==> config.mk <==
export PLATFORM = sky130hd
export DESIGN_NAME = fir_coef_loader
export DESIGN_NICKNAME = d
export VERILOG_FILES = /design/src/rtl/fir_coef_loader.sv
export SDC_FILE = /design/constraint.sdc
export NUM_CORES = 2
export LEC_CHECK = 0
export BUFFER_PORTS_ARGS = -buffer_cell sky130_fd_sc_hd__buf_2
export CAP_MARGIN = 20
export CORE_AREA = 2 2 349 351
export CTS_BUF_LIST = sky130_fd_sc_hd__clkbuf_16
export CTS_CLUSTER_DIAMETER = 30
export DETAILED_ROUTE_END_ITERATION = 6
export DIE_AREA = 0 0 351 353
export GPL_ROUTABILITY_DRIVEN = 1
export PLACE_DENSITY_LB_ADDON = 0.08
export SLEW_MARGIN = 20
export SYNTH_ARGS = -nofsm -noshare
export SYNTH_HDL_FRONTEND = slang
export SYNTH_SLANG_ARGS = --single-unit
==> constraint.sdc <==
create_clock -name clk -period 2.5 [get_ports clk]
set_clock_uncertainty 0.2 [all_clocks]
set_input_delay 0.125 -clock clk [delete_from_list [all_inputs] [get_ports clk]]
set_output_delay 0.125 -clock clk [all_outputs]
set_load 0.02 [all_outputs]
==> src/rtl/fir_coef_loader.sv <==
// +-----------------------------------------------------------------------------+
// | fir_coef_loader : streams a coefficient set into a shadow bank, swaps it    |
// | onto the FIR at a sample strobe, then holds out_valid low until flushed.    |
// | Option macro FIR_COEF_LOADER_IMPULSE_EN: reset to a unit-impulse set.       |
// | Revision: 1.0                                                               |
// +-----------------------------------------------------------------------------+
`default_nettype none

module fir_coef_loader #(
   parameter int TAPS = 27,
   parameter int CW   = 32,
   parameter int LAT  = 2
) (
   input  logic                 clk,
   input  logic                 rst_n,
   input  logic                 wr_valid,
   output logic                 wr_ready,
   input  logic [CW-1:0]        wr_data,
   input  logic                 wr_last,
   input  logic                 sample_en,
   output logic [TAPS*CW-1:0]   coefs,
   output logic                 out_valid,
   output logic                 busy,
   output logic                 err
);

   localparam int c_IDX_W = $clog2(TAPS);
   localparam int c_CNT_W = $clog2(TAPS + LAT + 1);
   localparam logic [c_IDX_W-1:0] c_LAST_IDX   = c_IDX_W'(TAPS - 1);
   localparam logic [c_CNT_W-1:0] c_FLUSH_INIT = c_CNT_W'(TAPS + LAT - 1);

`ifdef FIR_COEF_LOADER_IMPULSE_EN
   localparam logic [TAPS*CW-1:0] c_COEF_RST =
      {{(CW-1){1'b0}}, 1'b1, {((TAPS-1)*CW){1'b0}}};
`else
   localparam logic [TAPS*CW-1:0] c_COEF_RST = '0;
`endif

   typedef enum logic [1:0] {
      S_IDLE  = 2'd0,
      S_LOAD  = 2'd1,
      S_PEND  = 2'd2,
      S_FLUSH = 2'd3
   } state_t;

   state_t               r_state, w_state_nxt;
   logic [c_IDX_W-1:0]   r_idx, w_idx_nxt;
   logic [c_CNT_W-1:0]   r_cnt, w_cnt_nxt;
   logic                 w_xfer;
   logic                 w_wr_shadow;
   logic                 w_swap;
   logic                 w_valid_rise;
   logic                 w_err_nxt;
   logic [CW-1:0]        r_shadow [TAPS];
   logic [TAPS*CW-1:0]   w_shadow_flat;
   logic [TAPS*CW-1:0]   r_coefs;
   logic                 r_out_valid;
   logic                 r_err;

   assign wr_ready  = (r_state == S_IDLE) || (r_state == S_LOAD);
   assign w_xfer    = wr_valid & wr_ready;
   assign busy      = (r_state != S_IDLE);
   assign coefs     = r_coefs;
   assign out_valid = r_out_valid;
   assign err       = r_err;

   // Shadow word 0 is tap 0, which lands in the most-significant slice.
   for (genvar i = 0; i < TAPS; i++) begin : g_flat
      assign w_shadow_flat[(TAPS-1-i)*CW +: CW] = r_shadow[i];
   end

   always_comb begin
      w_state_nxt  = r_state;
      w_idx_nxt    = r_idx;
      w_cnt_nxt    = r_cnt;
      w_wr_shadow  = 1'b0;
      w_swap       = 1'b0;
      w_valid_rise = 1'b0;
      w_err_nxt    = 1'b0;
      case (r_state)
         S_IDLE: begin
            if (w_xfer) begin
               w_wr_shadow = 1'b1;
               if (wr_last) begin
                  w_err_nxt = 1'b1;
               end else begin
                  w_idx_nxt   = c_IDX_W'(1);
                  w_state_nxt = S_LOAD;
               end
            end
         end
         S_LOAD: begin
            if (w_xfer) begin
               w_wr_shadow = 1'b1;
               if (r_idx == c_LAST_IDX) begin
                  w_idx_nxt = '0;
                  if (wr_last) begin
                     w_state_nxt = S_PEND;
                  end else begin
                     w_err_nxt   = 1'b1;
                     w_state_nxt = S_IDLE;
                  end
               end else if (wr_last) begin
                  w_idx_nxt   = '0;
                  w_err_nxt   = 1'b1;
                  w_state_nxt = S_IDLE;
               end else begin
                  w_idx_nxt = r_idx + c_IDX_W'(1);
               end
            end
         end
         S_PEND: begin
            if (sample_en) begin
               w_swap      = 1'b1;
               w_cnt_nxt   = c_FLUSH_INIT;
               w_state_nxt = S_FLUSH;
            end
         end
         S_FLUSH: begin
            // The FIR shifts every clock, so the flush ignores sample_en.
            if (r_cnt == '0) begin
               w_valid_rise = 1'b1;
               w_state_nxt  = S_IDLE;
            end else begin
               w_cnt_nxt = r_cnt - c_CNT_W'(1);
            end
         end
         default: begin
            w_idx_nxt   = '0;
            w_state_nxt = S_IDLE;
         end
      endcase
   end

   always_ff @(posedge clk or negedge rst_n) begin
      if (!rst_n) begin
`ifdef FIR_COEF_LOADER_IMPULSE_EN
         r_state <= S_FLUSH;
         r_cnt   <= c_FLUSH_INIT;
`else
         r_state <= S_IDLE;
         r_cnt   <= '0;
`endif
         r_idx   <= '0;
      end else begin
         r_state <= w_state_nxt;
         r_cnt   <= w_cnt_nxt;
         r_idx   <= w_idx_nxt;
      end
   end

   always_ff @(posedge clk or negedge rst_n) begin
      if (!rst_n) begin
         for (int i = 0; i < TAPS; i++) begin
            r_shadow[i] <= '0;
         end
         r_coefs     <= c_COEF_RST;
         r_out_valid <= 1'b0;
         r_err       <= 1'b0;
      end else begin
         if (w_wr_shadow) begin
            r_shadow[r_idx] <= wr_data;
         end
         if (w_swap) begin
            r_coefs <= w_shadow_flat;
         end
         if (w_swap) begin
            r_out_valid <= 1'b0;
         end else if (w_valid_rise) begin
            r_out_valid <= 1'b1;
         end
         r_err <= w_err_nxt;
      end
   end

endmodule

`default_nettype wire

# Word-level counts from Yosys, hierarchy flattened
# Cells that the tools add are included.
[op_classes] addsub=2 n_lt_le_gt_ge=2 n_eq_ne=11 n_mux=35 bitwise_logic=2 reduce_logical=12
[ops] cell="864-bit bitwise mux" n=1
[ops] cell="32-bit demux with 5-bit select" n=1
[ops] cell="5-bit 2-to-1 mux" n=7
[ops] cell="32-bit 2-to-1 mux" n=1
[ops] cell="5-bit case mux with 2 select lines" n=2
[ops] cell="2-bit 2-to-1 mux" n=8
[ops] cell="1-bit 2-to-1 mux" n=13
[ops] cell="2-bit inequality test (second input constant)" n=6
[ops] cell="2-bit case mux with 4 select lines" n=1
[ops] cell="2-bit nonzero test" n=4
[ops] cell="6-bit greater-or-equal comparator (second input constant)" n=1
[ops] cell="6-bit by 1-bit < comparator with 1-bit output (second input constant)" n=1
[ops] cell="5-bit NOT with 6-bit output" n=1
[ops] cell="6-bit AND reduction" n=1
[ops] cell="5-bit by 1-bit adder with 5-bit output (second input constant)" n=1
[ops] cell="5-bit == test (second input constant)" n=1
[ops] cell="5-bit zero test" n=1
[ops] cell="5-bit by 1-bit subtractor with 5-bit output (second input constant)" n=1
[ops] cell="2-bit == test (second input constant)" n=2
[ops] cell="4-bit AND reduction" n=1
[ops] cell="3-bit by 2-bit inequality test with 1-bit output (second input constant)" n=1
[ops] cell="3-bit AND reduction" n=1
[ops] cell="2-bit by 1-bit == test with 1-bit output (second input constant)" n=1
[ops] cell="2-bit zero test" n=1
[ops] cell="5 further kinds" n=5
[word_totals] regBits=1742 in_bits=37 output_inout_bits=868

# Logic depth before layout (Yosys ltp)
[logic_depth] depth_word=6 ltp_mapped=7 depth_no_buf=7

# Least setup slack after synthesis
# Ideal clock, no wire load.
[synth_timing] path_type="flip-flop to flip-flop" startpoint="register r_idx[0]" endpoint="register r_shadow[65] (netlist name)" setup_ps=125 arrival_ps=1774 required_time_ps=2175 slack_ps=401 path_stages_with_launch=8 cell_sequence="dfrtp_1 inv_1 ha_1 nor2b_1 and4_1 clkbuf_1 buf_2 mux2_2"
[synth_via] elab_chain_cells=6
[synth_rtl] item="start: declaration" line_no="47" source="logic [c_IDX_W-1:0] r_idx, w_idx_nxt;"
[synth_rtl] item="start signal: assignment" line_no="148" source="r_idx <= w_idx_nxt;"
[synth_rtl] item="5-bit NOT with 6-bit output (not written as such) (*)" line_no="162" source="r_shadow[r_idx] <= wr_data;"
[synth_rtl] item="6-bit greater-or-equal comparator (not written as such) or 6-bit by 1-bit < comparator with 1-bit output (tied branches)" line_no="162"
[synth_rtl] item="1-bit logical AND (not written as such)" line_no="162"
[synth_rtl] item="32-bit 2-to-1 mux (not written as such)" line_no="162"
[synth_rtl] item="32-bit demux with 5-bit select (*)" line_no="162"
[synth_rtl] item="864-bit bitwise mux (*)" line_no="162"
[synth_rtl] item="end signal: indexed assignment" line_no="162"
[synth_rtl] item="end: declaration" line_no="54" source="logic [CW-1:0] r_shadow [TAPS];"
# Mark *: on every way between the ends. The rest lies on a longest branch, timed or not.
# A chain may end at the register's enable or synchronous reset.

==> out/metrics.yaml <==
timing:
  min_period_ns: 2.356
  slew_violations: 0
  fmax_ghz: 0.4244
  fin_crit_sh_pct: 94.26
  tightest_slew_ns: 1.120
  slew_headroom_pct: 25.35
  holdWs_ns: 0.06665
  hold_viol: 0
  setup_viol: 0
placement:
  portBuffers: 904
  place_hpwl_um: 122400
  placedCellCount: 6281
  gp_congestion: 0.8085
  placed_area_mm2: 0.07328
route:
  via_per_inst: 5.474
  wirelength_um: 191100
  wl_per_cell_um: 27.59
  via_count: 37920
  final_antenna_net_count: 0
  drtPass1Iterations: 5
  drt_iter0_drc: 2015
  drcViolationCount: 0
worst_setup_path:
  cp_common_cell: "ha_1"
  crit_fanout: 6
  crit_type: "register to register"
  cp.arrival_ns: 2.94
  cp_cell_sequence: "inv_1 -> ha_1 -> nand4b_1 -> inv_2 -> ha_1 -> o2111ai_1 -> dlygate4sd3_1 -> a21oi_1"
  cp_top_family: "buffers and inverters"
  startpoint_type: "register"
  end_kind: "register"
  cp.required_ns: 3.09
  cp_slowest_cell: "dlygate4sd3_1"
  critPathBufInv: 3
  max_stage_delay_ns: 0.57
layout:
  fin_area_mm2: 0.08500
  multi_input_area_mm2: 0.02073
  instances_no_fill: 6926
  fillers: 8057
  register_area_mm2: 0.04359
  fin_nets: 5085
  drive_gt1_share_pct: 61.93
  syn_to_final_growth_pct: 29.42
yosys:
  synth_seq_cells: 1742
  synth-seq-area-share_pct: 66.37
  synthesis.area_mm2: 0.06568
  synth_top_cell_area_share_pct: 66.37
  synthTopCellsByArea: "dfrtp_1, mux2_2, mux2_4"
  syn_inst: 3838
  synth_fp_nets: 3881
  synth_cell_types: 44
  syn_avg_cell_area_um2: 17.11
  yosys_warnings: 0
  async_flop_share_pct: 100.0
  synth_edf_count: 0
  synth_flop_cell: "dfrtp_1"
  yosysTopAreaCell: "dfrtp_1"
power_and_ir_drop:
  power_leakage_nw: 45.31
  powerDensity_mw_per_mm2: 1141
  vdd_drop_max_v: 0.0007011
cts:
  clk_path_buf_depth: 4
  htreeDepth: 5
  cts-root-buf: "clkbuf_16"
  cts_made_buffers: 342
  cts.sinks: 1742
  clk_latency_ns: 0.88
  clk_pin_slew_ns: 0.05
  cts_tree: "done"
die:
  fp.dieH_um: 353
  start_util_pct: 54.46
  boundaryPins: 905
  core_mm2: 0.1206
  dieArea_mm2: 0.1239
  rows: 128
  die_x_um: 351
global_route:
  grt_pass1_vias: 40150
  track_usage_pct: 31.09
  grt_pass1_wl_um: 277900
  overflow: 0
  grt_max_degree: 94
  antenna_found_initial: 12
run_status:
  status: "completed"
hold_path:
  hp-class: "input pin to register"
flow_run:
  max-cap-violations: 0
==> path summary, 6_finish.rpt <==
| kind | from | endpoint | slack (ns) | cells after the start |
|---|---|---|---|---|
| worst max-delay path | r_idx[0]$_DFFE_PN0P_ | register | 0.14 | 8 |
| worst min-delay path | sample_en | out_valid$_DFFE_PN0P_ | 0.07 | 5 |
| worst max register to register | r_idx[0]$_DFFE_PN0P_ | register | 0.14 | 8 |
| worst min register to register | r_shadow[118]$_DFFE_PN0P_ | coefs[118]$_DFFE_PN0P_ | 0.25 | 1 |
| max in group asynchronous | rst_n | coefs[689]$_DFFE_PN0P_ | 0.81 | 6 |
| min in group asynchronous | rst_n | coefs[270]$_DFFE_PN0P_ | 0.41 | 4 |
==> cells in the mapped netlist (2+ instances only) <==
cell type     n
buf_4        11
a22o_1        2
inv_1         6
nand3b_1      2
mux2_1       75
nor2_1       17
and4_1        2
xnor2_1       2
nand2_1      23
nor2b_1       5
mux2_2     1533
a21oi_1       6
nor2_4        3
buf_6        13
buf_12        9
mux2_4      120
o21ai_0       6
clkbuf_1     71
nand3_1       5
ha_1          6
nor3_1        5
nor2_8        3
buf_2       147
dfrtp_1    1742
or2_2         2
nand2b_1      4
==> stage by stage <==
| stage | power, mW | setup WS [ns] | setup TNS [ns] | utilization (%) |
|---|---|---|---|---|
| final | 96.97 | 0.1436 | 0 | 70.48 |
| after global placement | 52.35 | 0.2091 | 0 | 60.77 |
| after floorplan | 45.36 | 0.4014 | 0 | - |
| after global routing | 100.4 | -0.006467 | -0.006467 | 70.47 |
| after CTS | 97.62 | 0.05065 | 0 | 70.47 |
| after detailed placement | 52.71 | 0.1826 | 0 | 60.77 |
==> cell families after synthesis <==
| group | Yosys count | synth area share [%] |
|---|---|---|
| XOR/XNOR | 2 | 0.02668 |
| buffers and inverters | 257 | 2.183 |
| multiplexers | 1729 | 30.33 |
| flip-flops | 1742 | 66.37 |
| AND/OR/NAND/NOR | 81 | 0.7753 |
| adder cells (fa/ha/maj) | 6 | 0.1143 |
| AO/OA/AOI/OAI | 21 | 0.2020 |
==> per-layer routing <==
metal / up-vias / wire, um / global-route usage (%)
met5: - / 0 / 0
li1: 16060 / - / -
met3: 330 / 14710 / 9.450
met2: 1204 / 90590 / 48.86
met4: 0 / 9297 / 14.82
met1: 20320 / 76510 / 39.51
==> cell usage in the layout (no fill, tap or decap), types with 3 or more instances in the layout <==
| cell type | n |
|---|---|
| nor2b_1 | 5 |
| dlygate4sd3_1 | 40 |
| nand2_2 | 9 |
| clkinvlp_4 | 31 |
| clkinv_8 | 3 |
| buf_4 | 76 |
| nand3_1 | 5 |
| bufinv_16 | 46 |
| nor2_8 | 3 |
| dfrtp_1 | 1742 |
| o21ai_0 | 6 |
| ha_1 | 6 |
| clkbuf_16 | 348 |
| inv_6 | 14 |
| nor2_4 | 8 |
| nand2_1 | 14 |
| mux2_1 | 75 |
| inv_1 | 33 |
| diode_2 | 6 |
| nand2b_1 | 4 |
| clkinv_2 | 56 |
| clkinv_1 | 47 |
| buf_12 | 91 |
| mux2_2 | 1533 |
| clkinv_4 | 23 |
| nor2_1 | 12 |
| buf_2 | 903 |
| mux2_4 | 120 |
| nor3_1 | 4 |
| a21oi_1 | 6 |
==> report_power, final <==
part           total, mW  switching, mW  internal (mW)  leakage (nW)
registers           35.2           2.50           32.7          23.5
logic               17.2           9.90           7.34          16.2
clock network       44.5           14.7           29.9          5.57
==> worst min-delay path, delay by kind of cell <==
family	cells	cell delay [ns]
buffers and inverters	2	0.74
AND/OR/NAND/NOR	2	0.16
AO/OA/AOI/OAI	1	0.06
==> flip-flops by register name, indices dropped and copies added (netlist names), named ones only <==
register	flops
err	1
out_valid	1
r_state	1
r_cnt	5
r_shadow	864
r_idx	5
coefs	864
==> layout make-up <==
class,instances,area share [%]
antenna,6,0.01766
inverter,6,0.02650
timing repair buffer,1111,8.635
tap,1625,2.392
multi-input combinational,1839,24.39
sequential,1742,51.28
clock buffer,348,10.25
clock inverter,249,3.012
==> timing repair <==
action	CTS	global route
gates resized for setup	0	1
hold buffers	41	0
buffers inserted	0	1
setup endpoints to repair	0	1
hold endpoints to repair	2617	0
No activity file was read; power rests on OpenSTA's default activity.
